===== src/rtl/rice_bus_pkg.sv =====
// Shared types and master identifiers for the two-master memory bus arbiter.
package rice_bus_pkg;

  typedef logic [0:0] rice_bus_master_id;

  localparam rice_bus_master_id RICE_BUS_MASTER_INST = 1'b0;
  localparam rice_bus_master_id RICE_BUS_MASTER_DATA = 1'b1;

endpackage


===== src/rtl/rice_bus_arbiter_tag_fifo.sv =====
// Small FIFO of master ids for requests the slave has accepted but not yet
// answered. Responses come back in issue order, so the head names the owner.
module rice_bus_arbiter_tag_fifo #(
  parameter int DEPTH = 4,
  parameter int WIDTH = 1
) (
  input  logic                       i_clk,
  input  logic                       i_rst,
  input  logic                       push,
  input  logic                       pop,
  input  logic [WIDTH-1:0]           din,
  output logic [WIDTH-1:0]           dout,
  output logic                       empty,
  output logic                       full,
  output logic [$clog2(DEPTH+1)-1:0] count
);

  localparam int PW = (DEPTH > 1) ? $clog2(DEPTH) : 1;
  localparam int CW = $clog2(DEPTH+1);

  logic [WIDTH-1:0] mem [DEPTH];
  logic [PW-1:0]    rd_ptr, wr_ptr;
  logic             do_push, do_pop;

  // explicit wrap keeps the pointers correct even when DEPTH is 1
  function automatic logic [PW-1:0] wrap_inc(input logic [PW-1:0] p);
    return (p == PW'(DEPTH-1)) ? '0 : p + 1'b1;
  endfunction

  assign empty   = (count == '0);
  assign full    = (count == CW'(DEPTH));
  assign do_push = push && !full;
  assign do_pop  = pop && !empty;
  assign dout    = mem[rd_ptr];

  // storage is not reset; only pointers and count define validity
  always_ff @(posedge i_clk) begin
    if (do_push) mem[wr_ptr] <= din;
  end

  // pointer and occupancy tracking; push+pop together leaves count alone
  always_ff @(posedge i_clk) begin
    if (i_rst) begin
      rd_ptr <= '0;
      wr_ptr <= '0;
      count  <= '0;
    end else begin
      if (do_push) wr_ptr <= wrap_inc(wr_ptr);
      if (do_pop)  rd_ptr <= wrap_inc(rd_ptr);
      case ({do_push, do_pop})
        2'b10:   count <= count + 1'b1;
        2'b01:   count <= count - 1'b1;
        default: count <= count;
      endcase
    end
  end

endmodule


===== src/rtl/rice_bus_arbiter.sv =====
// Shares one memory bus slave port between instruction fetch (master 0) and
// load/store (master 1): round-robin grant, in-order response routing.
module rice_bus_arbiter
  import rice_bus_pkg::*;
#(
  parameter int XLEN            = 32,
  parameter int MAX_OUTSTANDING = 4
) (
  input  logic                                 i_clk,
  input  logic                                 i_rst,
  input  logic [1:0]                           i_m_request_valid,
  output logic [1:0]                           o_m_request_ready,
  input  logic [2*XLEN-1:0]                    i_m_address,
  input  logic [2*XLEN/8-1:0]                  i_m_strobe,
  input  logic [2*XLEN-1:0]                    i_m_write_data,
  output logic [1:0]                           o_m_response_valid,
  input  logic [1:0]                           i_m_response_ready,
  output logic [XLEN-1:0]                      o_m_read_data,
  output logic                                 o_s_request_valid,
  input  logic                                 i_s_request_ready,
  output logic [XLEN-1:0]                      o_s_address,
  output logic [XLEN/8-1:0]                    o_s_strobe,
  output logic [XLEN-1:0]                      o_s_write_data,
  input  logic                                 i_s_response_valid,
  output logic                                 o_s_response_ready,
  input  logic [XLEN-1:0]                      i_s_read_data,
  output logic [$clog2(MAX_OUTSTANDING+1)-1:0] o_outstanding
);

  localparam int SW = XLEN/8;

  rice_bus_master_id grant, prio, lock_id, tag_head;
  logic              lock, tag_full, tag_empty, req_hs, rsp_hs;

  // grant: a stalled request keeps its master; otherwise round-robin on conflict
  always_comb begin
    grant = RICE_BUS_MASTER_INST;
    if (lock)
      grant = lock_id;
    else if (i_m_request_valid[0] && i_m_request_valid[1])
      grant = prio;
    else if (i_m_request_valid[1])
      grant = RICE_BUS_MASTER_DATA;
  end

  assign o_s_request_valid = !i_rst && i_m_request_valid[grant] && !tag_full;
  assign req_hs            = o_s_request_valid && i_s_request_ready;

  // only the granted master ever sees ready
  always_comb begin
    o_m_request_ready        = '0;
    o_m_request_ready[grant] = !i_rst && i_s_request_ready && !tag_full;
  end

  assign o_s_address    = grant[0] ? i_m_address[XLEN +: XLEN]    : i_m_address[0 +: XLEN];
  assign o_s_strobe     = grant[0] ? i_m_strobe[SW +: SW]         : i_m_strobe[0 +: SW];
  assign o_s_write_data = grant[0] ? i_m_write_data[XLEN +: XLEN] : i_m_write_data[0 +: XLEN];

  // lock holds the grant across a stalled request; pointer flips to the loser
  always_ff @(posedge i_clk) begin
    if (i_rst) begin
      lock    <= 1'b0;
      lock_id <= RICE_BUS_MASTER_INST;
      prio    <= RICE_BUS_MASTER_INST;
    end else if (req_hs) begin
      lock <= 1'b0;
      prio <= ~grant;
    end else if (o_s_request_valid) begin
      lock    <= 1'b1;
      lock_id <= grant;
    end
  end

  rice_bus_arbiter_tag_fifo #(
    .DEPTH (MAX_OUTSTANDING),
    .WIDTH (1)
  ) u_tag_fifo (
    .i_clk (i_clk),
    .i_rst (i_rst),
    .push  (req_hs),
    .pop   (rsp_hs),
    .din   (grant),
    .dout  (tag_head),
    .empty (tag_empty),
    .full  (tag_full),
    .count (o_outstanding)
  );

  // route the slave response to the master at the head of the tag FIFO
  always_comb begin
    o_m_response_valid = '0;
    o_s_response_ready = 1'b0;
    if (!i_rst && !tag_empty) begin
      o_m_response_valid[tag_head] = i_s_response_valid;
      o_s_response_ready           = i_m_response_ready[tag_head];
    end
  end

  assign rsp_hs        = i_s_response_valid && o_s_response_ready;
  assign o_m_read_data = i_s_read_data;

  // a response with nothing outstanding (including zero-latency) is a slave bug
  a_no_orphan_response: assert property (@(posedge i_clk) disable iff (i_rst)
    !(i_s_response_valid && tag_empty));

endmodule


===== config.mk =====
export PLATFORM = sky130hd
export DESIGN_NAME = rice_bus_arbiter
export DESIGN_NICKNAME = d
export VERILOG_FILES = /design/src/rtl/rice_bus_pkg.sv /design/src/rtl/rice_bus_arbiter_tag_fifo.sv /design/src/rtl/rice_bus_arbiter.sv
export SDC_FILE = /design/constraint.sdc
export NUM_CORES = 1
export LEC_CHECK = 0
export ABC_AREA = 1
export BUFFER_PORTS_ARGS = -buffer_cell sky130_fd_sc_hd__buf_2
export CORE_AREA = 4 4 108 110
export CTS_CLUSTER_DIAMETER = 60
export DETAILED_ROUTE_END_ITERATION = 10
export DIE_AREA = 0 0 112 114
export PLACE_DENSITY = 0.64
export SLEW_MARGIN = 20
export SYNTH_ARGS = -nofsm -noshare
export SYNTH_HDL_FRONTEND = slang
export SYNTH_SLANG_ARGS = --single-unit
export TNS_END_PERCENT = 10

===== constraint.sdc =====
create_clock -name i_clk -period 1.9 [get_ports i_clk]
set_input_delay 0.285 -clock i_clk [delete_from_list [all_inputs] [get_ports i_clk]]
set_output_delay 0.285 -clock i_clk [all_outputs]
set_load 0.005 [all_outputs]

# After elaboration in Yosys (flattened, before gate mapping)
# Memory sizes are Yosys's and may differ from the RTL's. A register that Yosys moved wholly into a read port is not among the register bits.
# Cells that the tools add are included.
[word_totals] ff_bits=10 mem_bits_rw=4 in_bits=176 output_inout_bits=109 wordCells=66 n_memories=1
[op_classes] addsub=4 n_lt_le_gt_ge=4 n_eq_ne=5 mux=23 bitwise=4 reduce_logical=19
[mem_list] name="u_tag_fifo.mem" depth=4 word_bits=1 read_ports=1 rd_ports_with_merged_regs=1 wr=1 line="rice_bus_arbiter_tag_fifo.sv:21" text="logic [WIDTH-1:0] mem [DEPTH];"
[ops] cell="$mux W32" count=2
[ops] cell="$logic_and A1 B1 Y1" count=12
[ops] cell="$mux W1" count=12
[ops] cell="$mux W2" count=5
[ops] cell="$eq A2 B2 Y1 const B" count=3
[ops] cell="$pmux W3 S2" count=1
[ops] cell="$add A2 B1 Y2 const B" count=2
[ops] cell="$and A2 B2 Y2" count=2
[ops] cell="$lt A1 B2 Y1 const B" count=2
[ops] cell="$mux W4" count=1
[ops] cell="$add A3 B1 Y3 const B" count=1
[ops] cell="$eq A3 B3 Y1 const B" count=1
[ops] cell="$logic_not A1 Y1" count=3
[ops] cell="$logic_not A3 Y1" count=1
[ops] cell="$sub A3 B1 Y3 const B" count=1
[ops] cell="$demux W1 S1" count=2
[ops] cell="$eq A2 B1 Y1 const B" count=1
[ops] cell="$ge A1 B1 Y1 const B" count=2
[ops] cell="$not A1 Y1" count=2
[ops] cell="$reduce_and A2 Y1" count=1
[ops] cell="$reduce_bool A2 Y1" count=1
[ops] cell="$reduce_or A2 Y1" count=1

# Depth between registers and ports, before layout
[depth] word_depth=11 depth_mapped=14 ltp_nobuf=14

# Hierarchy
# A second synthesis with hierarchy kept.
[hier_totals] cells_unflattened=383 hier_area_um2=2028.2
[modules_own_cells] mod="rice_bus_arbiter" n_inst=1 cells_each=300 area_each_um2=1357.6 seq_area_each_um2=60.1
[modules_own_cells] mod="rice_bus_arbiter_tag_fifo" n_inst=1 cells_each=83 area_each_um2=670.6 seq_area_each_um2=300.3

# Worst setup path before layout
# No wires, ideal clock.
[synth_timing] kind="flip-flop to flip-flop" start="reg u_tag_fifo.count[1]" end="reg u_tag_fifo.count[2]" setup_ps=122 arrival_ps=1890 t_required_ps=1778 path_slack_ps=-112 path_stages_with_launch=14 path_buffers=0 period_less_slack_ps=2012 path_cell_list="dfxtp_1 > inv_1 > nand3_1 > nand2_1 > nor2_1 > nand3_1 > inv_1 > ha_1 > inv_1 > fa_1 > a21oi_1 > o21ai_0 > o21ai_0 > a21oi_1"
[synth_via] elab_chain_len=8 elab_cells_between_ends=17 cone_classes="add/sub: 2; eq/ne: 3; mux: 2; reduce/logical: 10"
[synth_lines] element="from (decl)" line="rice_bus_arbiter_tag_fifo.sv:15" text="output logic [$clog2(DEPTH+1)-1:0] count"
[synth_lines] element="from (signal assigned)" line="rice_bus_arbiter_tag_fifo.sv:51" text="2'b10: count <= count + 1'b1;"
[synth_lines] element="from (signal assigned)" line="rice_bus_arbiter_tag_fifo.sv:52" text="2'b01: count <= count - 1'b1;"
[synth_lines] element="from (signal assigned)" line="rice_bus_arbiter_tag_fifo.sv:53" text="default: count <= count;"
[synth_lines] element="$logic_not A3 Y1 (*)" line="rice_bus_arbiter_tag_fifo.sv:30" text="assign empty = (count == '0);"
[synth_lines] element="$logic_not A1 Y1 (*)" line="rice_bus_arbiter_tag_fifo.sv:33, rice_bus_arbiter.sv:93"
[synth_lines] element="$logic_and A1 B1 Y1" line="rice_bus_arbiter.sv:93" text="if (!i_rst && !tag_empty) begin"
[synth_lines] element="$mux W1" line="rice_bus_arbiter.sv:93"
[synth_lines] element="$logic_and A1 B1 Y1" line="rice_bus_arbiter.sv:99" text="assign rsp_hs = i_s_response_valid && o_s_response_ready;"
[synth_lines] element="$logic_and A1 B1 Y1 (*)" line="rice_bus_arbiter_tag_fifo.sv:33" text="assign do_pop = pop && !empty;"
[synth_lines] element="via u_tag_fifo.do_pop" line="rice_bus_arbiter_tag_fifo.sv:23" text="logic do_push, do_pop;"
[synth_lines] element="$eq A2 B1 Y1 / $eq A2 B2 Y1 (equally long branches)" line="rice_bus_arbiter_tag_fifo.sv:50" text="case ({do_push, do_pop})"
[synth_lines] element="$pmux W3 S2 / $reduce_bool A2 Y1 (equally long branches)"
# The timed path passes the listed nets; every way through them passes the cells marked *.
# A chain may end at the register's enable or synchronous reset.

==> impl_metrics.py <==
metrics = {
    "power": {
        "power_leakage_nw": 2.14,
        "combPwrFrac_pct": 56.0,
        "netSwitchingFraction_pct": 38.0,
        "p_switching_uw": 563,
        "p_per_area_nw_per_um2": 438,
        "total_power_mw": 1.48,
        "p_clk_share_pct": 18.2,
        "p_int_uw": 918,
        "seq_power_share_pct": 25.8,
        "vdd_drop_max_uv": 230,
    },
    "setup_path": {
        "critical_path.slowest_cell": "edfxtp_1",
        "required_ps": 2040,
        "path_delay_family": "adder cells",
        "cp-startpoint": "u_tag_fifo.mem[0]$_DFFE_PP_",
        "path_buf_inv": 2,
        "r2r_end": "u_tag_fifo.count[2]$_SDFFE_PP0P_",
        "critPathMaxFanout": 3,
        "crit_chain": "nand2_2 > nand3_2 > nand3_2 > nand3_2 > inv_2 > ha_4 > inv_2 > fa_2 > a21oi_2 > o21ai_2 > o21ai_1 > a21oi_1",
        "reg2reg_from": "u_tag_fifo.mem[0]$_DFFE_PP_",
        "crit_type": "flop to flop",
        "rrSetupSlack_ps": 6,
        "setup.worst_path.end_class": "flop",
        "cp.arrival_ps": 2030,
        "ff2ff_path_depth": 12,
        "critPathMostFrequentCell": "nand3_2",
        "max_stage_delay_ps": 390,
        "worst_setup_path_start_kind": "flop",
    },
    "clock_tree": {
        "postCtsHoldBufs": 0,
        "cts_made_buffers": 3,
        "cts-root-buf": "clkbuf_8",
        "cts.htree.levels": 1,
        "clock_path_buffers": 2,
        "cts.sinks": 16,
        "clk_pin_slew_ps": 60,
        "clock_latency_ps": 250,
        "cts_tree": "yes",
    },
    "timing": {
        "slew_headroom_pct": 86.8,
        "period_needed_ps": 1890,
        "layout_setup_ws_ps": 5.55,
        "finalHoldWorstSlack_ps": 357,
        "fmax_ghz": 0.528,
        "drv_slew": 0,
        "grt_setup_unrepaired": "true",
        "skew_ps": 3.16,
        "post-route-period-util_pct": 99.7,
        "fin_setup_tns_ps": 0,
        "final-setup-viol-count": 0,
        "final_hold_viol_count": 0,
        "worstMarginPinSlew_ps": 198,
    },
    "logic_synthesis": {
        "ys_types": 24,
        "synthCells": 383,
        "synth_warnings": 0,
        "mappedNetlistArea_um2": 2080,
        "ys_ff_latch": 16,
        "synth_fp_nets": 566,
        "seq_area_frac_synth_pct": 17.4,
        "avgSynthCellArea_um2": 5.42,
    },
    "cells_and_area": {
        "fillers": 1218,
        "final_util_pct": 31.6,
        "antennaDiodeCount": 0,
        "drive_gt1_share_pct": 48.5,
        "final_area_um2": 3380,
        "syn_to_final_growth_pct": 62.8,
        "fin_cells": 725,
        "fin_nets": 769,
    },
    "outcome": {
        "outcome": "finished, final reports clean",
    },
    "drt": {
        "drc": 0,
        "drt_iter0_markers": 91,
        "routed_wl_um": 8440,
        "drt.antenna.violating_nets": 0,
        "dr.pass1.iters": 5,
        "dr_total_vias": 2809,
        "avgViaCountPerCell": 3.87,
        "wl_per_cell_um": 11.6,
    },
    "die": {
        "design.die.area_um2": 12800,
        "dieWidth_um": 112,
        "rows": 38,
        "fp.dieH_um": 114,
        "start_util_pct": 19.4,
        "pin_count": 285,
        "core_um2": 10700,
    },
    "flow_run": {
        "maxCapViolations": 0,
    },
    "place": {
        "dpl_cell_area_um2": 3220,
        "numPortBuffers": 220,
        "pre_cts_ws_ps": -80.9,
        "dp.final_hpwl_um": 7350,
        "place_congestion": 0.808,
        "placed_cells": 716,
    },
    "min_path": {
        "min_path_type": "input port to flop",
        "min_path_cells": 4,
        "hold_start": "i_m_request_valid[0]",
        "hold_end": "lock_id$_SDFFE_PP0P_",
    },
    "global_route": {
        "grt_pass1_wl_um": 12500,
        "antenna_found_initial": 0,
        "track_usage_pct": 11.8,
        "grt_max_degree": 47,
        "grt.overflow.total": 0,
        "grt_pass1_vias": 2600,
    },
}
[final cells by class]
class / instances / area [um2] / share of cell area, %
Multi-Input combinational cell: 286 / 1340 / 39.5
Inverter: 34 / 128 / 3.78
Timing Repair Buffer: 245 / 1330 / 39.4
Sequential cell: 16 / 367 / 10.8
Tap cell: 140 / 175 / 5.18
Clock buffer: 4 / 45.0 / 1.33
[cells by family after synthesis]
logic type,after synthesis,share of synthesized area [%]
compound gates,10,2.41
fa+ha+maj,7,4.58
buf+inv,81,21.9
flops,16,17.4
simple gates,269,53.7
[cells in the final DEF, fill, tap and decap left out, types with 6 or more instances in the layout]
cell type,n
buf_2,220
buf_4,21
dfxtp_1,7
inv_1,28
inv_2,6
nand2_1,224
nand2_2,7
nor2_1,15
[power groups by stage]
stage               sequential [mW]  combinational (mW)  clock, mW
finish                        0.383               0.830      0.269
global route                  0.385               0.934      0.291
CTS                           0.381               0.819      0.281
detailed placement            0.389               0.815          0
global placement              0.388               0.812          0
floorplan                     0.389               0.419          0
[worst register-to-register path, delay by kind of cell, from the launching register on]
kind                       cells  cell delay (ps)
AOI/OAI and AO/OA              4              400
buffers and inverters          2              110
and+or+nand+nor                4              380
adders and majority gates      2              500
DFF                            1              390
[worst max path at each step]
stage	depth (start not counted)	end	slack, ps
2_1_floorplan	13	u_tag_fifo.count[2]$_SDFFE_PP0P_	10
3_3_place_gp	13	u_tag_fifo.count[2]$_SDFFE_PP0P_	5
3_5_place_dp	14	u_tag_fifo.count[2]$_SDFFE_PP0P_	-80
4_1_cts	13	u_tag_fifo.count[2]$_SDFFE_PP0P_	30
5_1_grt	12	u_tag_fifo.count[2]$_SDFFE_PP0P_	-120
6_report	12	u_tag_fifo.count[2]$_SDFFE_PP0P_	6
[cells in the mapped netlist]
master	instances	share of area, %
nor2_1	16	2.9
dfxtp_1	12	12
nand3_4	1	0.84
buf_6	2	1.1
inv_2	2	0.36
nand2_4	1	0.54
nand3_1	10	2.4
buf_4	32	12
fa_1	1	0.96
nor2_8	1	0.96
buf_2	13	3.1
nand3_2	1	0.48
nand4_1	4	1.2
edfxtp_1	4	5.8
inv_1	32	5.8
nor2_4	1	0.54
nand2_2	2	0.60
nand2_1	229	41
or2_2	1	0.30
a21oi_1	6	1.4
ha_1	6	3.6
nand3b_2	1	0.54
nand3b_4	1	0.96
o21ai_0	4	0.96
[what timing repair did]
item / in CTS / in global routing
pin swaps: 2 / 13
buffers inserted: 0 / 5
endpoints found under the setup margin: 1 / 8
cloned: 0 / 0
resized for setup: 3 / 19
[metal layers]
metal  up-vias  GRT usage [%]  wire (um)
met4         0           3.45        153
li1       1513              -          -
met1      1158           14.7       3440
met5         -              0          0
met3        13           3.08        762
met2       125           20.1       4090
No activity file was read; power rests on OpenSTA's default activity.
